--- config.mk ---
export PLATFORM = sky130hd
export DESIGN_NAME = fb_scanout
export DESIGN_NICKNAME = d
export VERILOG_FILES = /design/src/rtl/fb_scanout.sv
export SDC_FILE = /design/constraint.sdc
export NUM_CORES = 1
export LEC_CHECK = 0
export BUFFER_PORTS_ARGS = -buffer_cell sky130_fd_sc_hd__buf_2
export CORE_AREA = 2 2 470 472
export DETAILED_ROUTE_END_ITERATION = 7
export DIE_AREA = 0 0 472 474
export GPL_ROUTABILITY_DRIVEN = 0
export SLEW_MARGIN = 5
export SYNTH_ARGS = -nofsm -noshare
export SYNTH_HDL_FRONTEND = slang
export SYNTH_SLANG_ARGS = --single-unit
--- constraint.sdc ---
create_clock -name CLOCK_50 -period 9.5 [get_ports CLOCK_50]
set_input_delay 0.95 -clock CLOCK_50 [delete_from_list [all_inputs] [get_ports CLOCK_50]]
set_output_delay 0.95 -clock CLOCK_50 [all_outputs]
set_load 0.05 [all_outputs]
--- src/rtl/fb_scanout.sv ---
// VGA 640x480@60 scanout of a 40x30 grid of 16x16-pixel cells from a 1200-bit framebuffer.
// Define FB_SNAPSHOT_EN to latch the framebuffer once per frame at the start of vblank (tear-free).
`timescale 1ns/1ps
module fb_scanout #(
  parameter int          H_VISIBLE = 640,
  parameter int          H_FRONT   = 16,
  parameter int          H_SYNC    = 96,
  parameter int          H_BACK    = 48,
  parameter int          V_VISIBLE = 480,
  parameter int          V_FRONT   = 10,
  parameter int          V_SYNC    = 2,
  parameter int          V_BACK    = 33,
  parameter logic [11:0] FG_COLOR  = 12'hFFF,
  parameter logic [11:0] BG_COLOR  = 12'h000
) (
  input  logic          CLOCK_50,
  input  logic          reset_button,
  input  logic [1199:0] framebuffer,
  output logic [3:0]    red_out,
  output logic [3:0]    green_out,
  output logic [3:0]    blue_out,
  output logic          h_sync_out,
  output logic          v_sync_out,
  output logic          frame_start,
  output logic          vblank
);

  localparam int H_TOTAL = H_VISIBLE + H_FRONT + H_SYNC + H_BACK;
  localparam int V_TOTAL = V_VISIBLE + V_FRONT + V_SYNC + V_BACK;

  localparam logic [9:0] C_H_LAST     = 10'(H_TOTAL - 1);
  localparam logic [9:0] C_V_LAST     = 10'(V_TOTAL - 1);
  localparam logic [9:0] C_H_VIS      = 10'(H_VISIBLE);
  localparam logic [9:0] C_V_VIS      = 10'(V_VISIBLE);
  localparam logic [9:0] C_V_LOAD     = 10'(V_VISIBLE - 1);
  localparam logic [9:0] C_HS_FIRST   = 10'(H_VISIBLE + H_FRONT);
  localparam logic [9:0] C_HS_LAST    = 10'(H_VISIBLE + H_FRONT + H_SYNC - 1);
  localparam logic [9:0] C_VS_FIRST   = 10'(V_VISIBLE + V_FRONT);
  localparam logic [9:0] C_VS_LAST    = 10'(V_VISIBLE + V_FRONT + V_SYNC - 1);

  logic          r_pix_en;
  logic [9:0]    r_h_count;
  logic [9:0]    r_v_count;
  logic [11:0]   r_rgb;
  logic          r_h_sync;
  logic          r_v_sync;
  logic          r_frame_start;
  logic          r_vblank;

  logic          w_h_last;
  logic          w_v_last;
  logic          w_visible;
  logic [5:0]    w_col;
  logic [5:0]    w_row;
  logic [10:0]   w_idx;
  logic [10:0]   w_cell_idx;
  logic [1199:0] w_fb_src;
  logic          w_cell_on;
  logic [11:0]   w_rgb;
  logic          w_h_sync;
  logic          w_v_sync;
  logic          w_vblank;

  assign w_h_last  = (r_h_count == C_H_LAST);
  assign w_v_last  = (r_v_count == C_V_LAST);
  assign w_visible = (r_h_count < C_H_VIS) && (r_v_count < C_V_VIS);

  // row*40 + col built from two shifts so no multiplier is inferred
  assign w_col      = r_h_count[9:4];
  assign w_row      = r_v_count[9:4];
  assign w_idx      = ({5'd0, w_row} << 5) + ({5'd0, w_row} << 3) + {5'd0, w_col};
  assign w_cell_idx = w_visible ? w_idx : 11'd0;
  assign w_cell_on  = w_visible && w_fb_src[w_cell_idx];

  assign w_rgb    = !w_visible ? 12'h000 : (w_cell_on ? FG_COLOR : BG_COLOR);
  assign w_h_sync = !((r_h_count >= C_HS_FIRST) && (r_h_count <= C_HS_LAST));
  assign w_v_sync = !((r_v_count >= C_VS_FIRST) && (r_v_count <= C_VS_LAST));
  assign w_vblank = (r_v_count >= C_V_VIS);

`ifdef FB_SNAPSHOT_EN
  logic [1199:0] r_fb_shadow;

  always_ff @(posedge CLOCK_50 or negedge reset_button) begin
    if (!reset_button) begin
      r_fb_shadow <= '0;
    end else if (r_pix_en && w_h_last && (r_v_count == C_V_LOAD)) begin
      r_fb_shadow <= framebuffer;
    end
  end

  assign w_fb_src = r_fb_shadow;
`else
  assign w_fb_src = framebuffer;
`endif

  // Outputs are built from the pre-increment counters, so RGB and syncs stay aligned
  always_ff @(posedge CLOCK_50 or negedge reset_button) begin
    if (!reset_button) begin
      r_pix_en      <= 1'b0;
      r_h_count     <= '0;
      r_v_count     <= '0;
      r_rgb         <= '0;
      r_h_sync      <= 1'b1;
      r_v_sync      <= 1'b1;
      r_frame_start <= 1'b0;
      r_vblank      <= 1'b0;
    end else begin
      r_pix_en      <= ~r_pix_en;
      r_frame_start <= 1'b0;
      if (r_pix_en) begin
        r_rgb    <= w_rgb;
        r_h_sync <= w_h_sync;
        r_v_sync <= w_v_sync;
        r_vblank <= w_vblank;
        if (w_h_last) begin
          r_h_count <= '0;
          if (w_v_last) begin
            r_v_count     <= '0;
            r_frame_start <= 1'b1;
          end else begin
            r_v_count <= r_v_count + 10'd1;
          end
        end else begin
          r_h_count <= r_h_count + 10'd1;
        end
      end
    end
  end

  assign red_out     = r_rgb[11:8];
  assign green_out   = r_rgb[7:4];
  assign blue_out    = r_rgb[3:0];
  assign h_sync_out  = r_h_sync;
  assign v_sync_out  = r_v_sync;
  assign frame_start = r_frame_start;
  assign vblank      = r_vblank;

endmodule

==> out/qor.json, run 1 <==
{
  "logic_synthesis": {
    "netlist_top_cells_count": "o22ai_1 (158), nand2_1 (155), o21ai_0 (130)",
    "yosys_warnings": 0,
    "syn-mean-instance-area_um2": 6.75,
    "synth_area_um2": 11700,
    "synth_top_cells_by_area": "o221ai_1 (8.6%), o22ai_1 (8.5%), a221oi_1 (8.3%)",
    "yosys_most_used_dff": "dfrtp_1",
    "asyncSetResetFlopFracSynth_pct": 100,
    "synthesis.instances": 1729,
    "leading_area_contributor_after_synthesis": "o221ai_1",
    "yosysSeqAreaShare_pct": 5.60,
    "yosysMostFrequentCell": "o22ai_1",
    "number_of_synthesized_flops_with_an_enable_pin": 0,
    "synthDistinctLibCells": 85,
    "flops_latches_synth": 26,
    "synth_largest_type_area_fraction_pct": 8.63,
    "synthesis.nets": 2949
  },
  "floorplan": {
    "num_ports": 1218,
    "die_height_um": 474,
    "rows": 172,
    "floorplan.die.width_um": 472,
    "design.die.area_um2": 224000,
    "core_um2": 219000,
    "initial_core_util_pct": 5.34
  },
  "sta": {
    "finalClockSkew_ns": 0.00297,
    "setup-violations-final": 0,
    "final_max_slew_viol_count": 0,
    "max_slew.worst_pin.slew_ns": 1.40,
    "slew_headroom_pct": 6.03,
    "final_period_minus_worst_setup_slack_ns": 5.43,
    "final_min_period_over_clock_period_pct": 57.2,
    "fmax_ghz": 0.184,
    "worst_slack_ns": 4.07,
    "final_layout_setup_total_negative_slack_ns": 0,
    "rsz0062_at_grt": "false",
    "finalHoldViolations": 0
  },
  "power": {
    "netSwitchingPower_uw": 247,
    "flop_pwr_share_pct": 17.1,
    "p_comb_share_pct": 66.9,
    "power.density_cell_area_nw_per_um2": 30.3,
    "max-vdd-ir-drop_mv": 0.0684,
    "internal_power_uw": 411,
    "power.share.switching_pct": 37.5,
    "share_clk_of_total_power_pct": 16.0,
    "total_leakage_power_uw": 0.00906
  },
  "global_routing": {
    "globalRouteOverflowTotal": 0,
    "first_global_vias": 21438,
    "grt_antenna_before_repair": 226,
    "global_route.usage.total_pct": 16.6,
    "grt_pass1_wl_mm": 239,
    "grt_max_degree": 122
  },
  "detailed_routing": {
    "top_layer": "met5",
    "postRouteAntennaNets": 0,
    "dr_total_vias": 23011,
    "drt-met1-wl_mm": 74.2,
    "drc_violation_count_after_routing": 0,
    "wl_met3_mm": 19.1,
    "drt_iter0_drc": 2410,
    "routed_via_density": 3.97,
    "route.detailed.wl_per_inst_um": 34.1,
    "drt_wl_total_mm": 197,
    "drtPass1Iterations": 6,
    "detailroute.wirelength.met2_mm": 91.3
  },
  "cts": {
    "holdBufCountCts": 0,
    "clock_tree.htree_level_count": 1,
    "clk_pin_slew_ns": 0.07,
    "cts.sink_count": 26,
    "cts_tree": "built",
    "clock-root-buffer": "clkbuf_16",
    "clock_path_buffers": 2,
    "buffers_inserted_by_post_cts_timing_repair": 0,
    "worstSkewPairLatency_ns": 0.26,
    "cts_inserted_buffers": 3,
    "cts.repair.resized": 0
  },
  "job": {
    "maxCapViolCount": 0
  },
  "critical_path": {
    "worst_setup_path_start_kind": "flop",
    "critPathKind": "flop to flop",
    "critical_path_peak_fanout": 11,
    "timing.critical_path.required_ns": 9.70,
    "critical_path.endpoint_type": "flop",
    "crit_arrival_ns": 5.63,
    "worst-r2r-setup-slack_ns": 4.07
  },
  "hold_path": {
    "min-delay-path-class": "flop to flop"
  },
  "finish": {
    "drive_above_1_share_pct": 49.7,
    "nNetsFinal": 4042,
    "layout.core_utilization_pct": 9.93,
    "post_synthesis_to_final_layout_area_growth_pct": 86.0
  },
  "outcome": {
    "status": "finished, final reports clean"
  },
  "place": {
    "port-buffer-count": 1217,
    "dpl_worst_slack_ns": 3.83,
    "place_hpwl_mm": 166
  }
}
-- power groups by stage --
stage,Clock (µW),Combinational [µW],Sequential [µW]
global route,111,465,113
detailed placement,0,435,115
finish,105,440,113
global placement,0,435,115
CTS,105,438,113
floorplan,0,96.6,114
-- logic make-up after synthesis --
group	after synthesis	share of synthesized area (%)
flip-flops	26	5.60
adder cells (fa/ha/maj)	18	2.06
buffers and inverters	247	9.77
XOR/XNOR	18	1.35
AND/OR/NAND/NOR	457	19.0
AO/OA/AOI/OAI	874	54.0
multiplexers	89	8.28
-- critical path: stages, from the launching register on --
cell and delay, ns:
dfrtp_1 0.53, ha_1 0.36, ha_2 0.17, inv_1 0.05, fa_1 0.48, xor2_1 0.44
nand2_1 0.38, nor2_1 0.77, o221ai_1 0.25, o21bai_1 0.58, o22ai_1 0.21, o22ai_1 0.49
o41ai_1 0.30, nand4bb_1 0.25, nand2_1 0.08
-- per-layer routing --
layer	up-vias	track usage, %
met3	630	5.13
met5	-	0
met4	102	8.16
li1	9503	-
met2	2057	27.8
met1	10719	18.9
-- metrics by stage --
step | cell area [µm²] | total power (µW) | std cells | hold slack (ns)
finish | 21700 | 658 | 5796 | 0.496
global route | 21600 | 688 | 5768 | 0.521
CTS | 21400 | 655 | 5692 | 0.499
detailed placement | 21400 | 550 | 5688 | 0.483
global placement | 21300 | 549 | 5686 | 0.478
floorplan | 11700 | 211 | 1729 | 0.471
-- cell usage in the layout (no fill, tap or decap), drive strengths merged, types with 11 or more instances in the layout --
cell / n
mux2: 20
xnor2: 13
inv: 20
o22ai: 159
buf: 1313
o21ai: 134
a21oi: 83
nand3: 21
nand2: 155
ha: 16
nor2b: 12
a211oi: 26
mux2i: 65
a221o: 11
o31ai: 15
nor3: 68
diode: 104
o2111ai: 14
or4: 16
or3: 26
a31oi: 49
dfrtp: 24
nor2: 87
nand4: 13
o22a: 14
o211ai: 17
a221oi: 111
a2bb2oi: 14
o221ai: 116
a311oi: 18
nor4: 23
-- cell type report --
type                            count  area, µm²
Inverter                           22       82.6
Multi-Input combinational cell   1456      10100
Fill cell                       25687     197000
Sequential cell                    26        662
Tap cell                         2871       3590
Antenna cell                      104        260
Timing Repair Buffer             1313       6880
Clock buffer                        4       88.8
-- worst paths after layout --
kind / from / endpoint / cells after the start
setup / recovery: r_v_count[5] / r_rgb[10] / 14
hold / removal: h_sync_out / h_sync_out / 2
setup reg to reg: r_v_count[5] / r_rgb[10] / 14
hold reg to reg: h_sync_out / h_sync_out / 2
max in group asynchronous: reset_button / r_h_count[4] / 1
min in group asynchronous: reset_button / r_h_count[6] / 1
-- registers in the layout, summed over array words and instances (netlist names) --
signal / count
frame_start: 1
h_sync_out: 1
r_h_count: 10
r_pix_en: 1
r_rgb: 1
r_v_count: 10
v_sync_out: 1
vblank: 1
(Power assumes the default switching activity.)
==> inputs of run 2 (changes only) <==
Settings changed: CORE_AREA 2 2 470 472 to 2 2 475 477, DIE_AREA 0 0 472 474 to 0 0 477 479.
Clock period 9.5 ns to 5.1 ns, I/O delays scaled along.
==> run 2 against run 1 <==
  * Clock power increased by 90%
  * Combinational power increased by 87%
  * Sequential share of layout area decreased by 0.13 points
  * Utilization increased by 0.21 points
  * Hold slack got worse by 0.22 ns
==> out/qor.json, run 2 (synthesized netlist as in run 1, its figures left out) <==
{
  "finish": {
    "largest_registers": "r_h_count: 10 flops, r_v_count: 10 flops",
    "area_occupied_by_multi_input_gates_um2": 10100,
    "layout.core_utilization_pct": 10.1,
    "nNetsFinal": 4122,
    "post_synthesis_to_final_layout_area_growth_pct": 94.3,
    "fill_cells": 26379,
    "drive_above_1_share_pct": 50.9,
    "fin_area_um2": 22700,
    "layout_commonest_cell": "buf_2",
    "seq_cell_area_um2": 662,
    "most-common-layout-cells": "buf_2 (1217), o22ai_1 (158), nand2_1 (154), buf_4 (153), o21ai_0 (130)"
  },
  "cts": {
    "clock_tree.htree_level_count": 1,
    "holdBufCountCts": 0,
    "cts.repair.resized": 0,
    "clock-root-buffer": "clkbuf_16",
    "clk_pin_slew_ns": 0.07,
    "cts_inserted_buffers": 3,
    "cts_tree": "built",
    "clock_path_buffers": 2,
    "buffers_inserted_by_post_cts_timing_repair": 0,
    "cts.sink_count": 26,
    "worstSkewPairLatency_ns": 0.27
  },
  "sta": {
    "final_period_minus_worst_setup_slack_ns": 4.98,
    "final_min_period_over_clock_period_pct": 97.6,
    "slew_headroom_pct": 26.4,
    "setup-violations-final": 0,
    "final_max_slew_viol_count": 0,
    "finalClockSkew_ns": 0.00335,
    "fmax_ghz": 0.201,
    "finalHoldViolations": 0,
    "rsz0062_at_grt": "false",
    "final_layout_setup_total_negative_slack_ns": 0,
    "max_slew.worst_pin.slew_ns": 1.10
  },
  "detailed_routing": {
    "routed_via_density": 3.89,
    "drc_violation_count_after_routing": 0,
    "route.detailed.wl_per_inst_um": 33.5,
    "drt_wl_total_mm": 202,
    "postRouteAntennaNets": 0,
    "drt_iter0_drc": 2474,
    "dr_total_vias": 23380,
    "drtPass1Iterations": 6
  },
  "power": {
    "total_leakage_power_uw": 0.00949,
    "internal_power_uw": 771,
    "max-vdd-ir-drop_mv": 0.101,
    "power.share.switching_pct": 37.4,
    "share_clk_of_total_power_pct": 16.3,
    "p_comb_share_pct": 66.7,
    "power.density_cell_area_nw_per_um2": 54.3,
    "flop_pwr_share_pct": 17.0,
    "p_total_uw": 1230,
    "netSwitchingPower_uw": 461
  },
  "place": {
    "placed_cell_area_um2": 22300,
    "place_hpwl_mm": 173,
    "port-buffer-count": 1217
  },
  "global_routing": {
    "grt_pass1_wl_mm": 244,
    "global_route.usage.total_pct": 16.6,
    "first_global_vias": 21558,
    "globalRouteOverflowTotal": 0,
    "grt_max_degree": 121,
    "grt_antenna_before_repair": 243
  },
  "critical_path": {
    "crit_path_max_incr_delay_ns": 0.69,
    "critical_path.endpoint_type": "flop",
    "crit_path_top_delay_cell": "fa_1",
    "regToRegStartpoint": "r_v_count[5]",
    "timing.critical_path.max_delay_family": "simple AND/OR/NAND/NOR gates",
    "crit_arrival_ns": 5.13,
    "timing.critical_path.required_ns": 5.25,
    "worst_setup_path_start_kind": "flop",
    "worstRegToRegCells": 15,
    "worstPathCellList": "ha_1 > ha_1 > inv_1 > fa_1 > inv_1 > o211a_1 > nor2_1 > a32oi_1 > a31oi_1 > nor4_1 > buf_4 > a211oi_1 > or4_1 > nand4bb_1 > nand2_1",
    "critical_path_peak_fanout": 11,
    "path_depth": 15,
    "critPathKind": "flop to flop",
    "path_buf_inv": 3,
    "r2r_endpoint": "r_rgb[10]",
    "worst-r2r-setup-slack_ns": 0.12
  },
  "floorplan": {
    "die_height_um": 479,
    "core_um2": 224000,
    "rows": 174,
    "initial_core_util_pct": 5.22,
    "floorplan.die.width_um": 477,
    "design.die.area_um2": 228000,
    "num_ports": 1218
  },
  "outcome": {
    "status": "finished, final reports clean"
  },
  "job": {
    "maxCapViolCount": 0
  },
  "hold_path": {
    "min-delay-path-class": "primary input to async pin"
  }
}
==> run 2: how the worst max path moves through the flow <==
stage | from | endpoint | slack, ns
finish | r_v_count[5] | r_rgb[10] | 0.12
global route | r_h_count[9] | r_rgb[10] | 0.03
CTS | r_h_count[9] | r_rgb[10] | 0.21
detailed placement | r_h_count[9] | r_rgb[10] | 0.23
global placement | r_v_count[5] | r_rgb[10] | 0.22
floorplan | r_h_count[9] | r_rgb[10] | 1.51
==> run 2: final cells by class <==
cell class	count	area share, %
diodes	118	1.30
flip-flops and latches	26	2.92
inverters	22	0.364
well taps	2992	16.5
clock buffers	4	0.392
repair buffers	1393	34.0
multi-input cells	1456	44.6
==> run 2: stage by stage <==
step / std cells / setup slack (ns) / hold slack, ns
after global placement: 5888 / 0.220 / 0.481
after detailed placement: 5889 / 0.229 / 0.484
final: 6011 / 0.120 / 0.276
after CTS: 5893 / 0.205 / 0.299
after global routing: 5978 / 0.0306 / 0.323
after floorplan: 1729 / 1.51 / 0.214
==> run 2: power by group through the flow <==
stage | sequential (µW) | clock [µW] | combinational [µW]
after floorplan | 213 | 0 | 180
after global placement | 214 | 0 | 816
after detailed placement | 214 | 0 | 815
after CTS | 210 | 202 | 820
after global routing | 210 | 207 | 875
final | 210 | 200 | 822
==> run 2: per-layer routing <==
| metal | track usage [%] | vias to the layer above | share of wire, % |
|---|---|---|---|
| met3 | 5.12 | 624 | 9.9 |
| met5 | 0.0207 | - | 0.34 |
| met2 | 27.2 | 2075 | 46 |
| met4 | 9.67 | 100 | 6.5 |
| met1 | 18.9 | 10909 | 37 |
| li1 | - | 9672 | - |
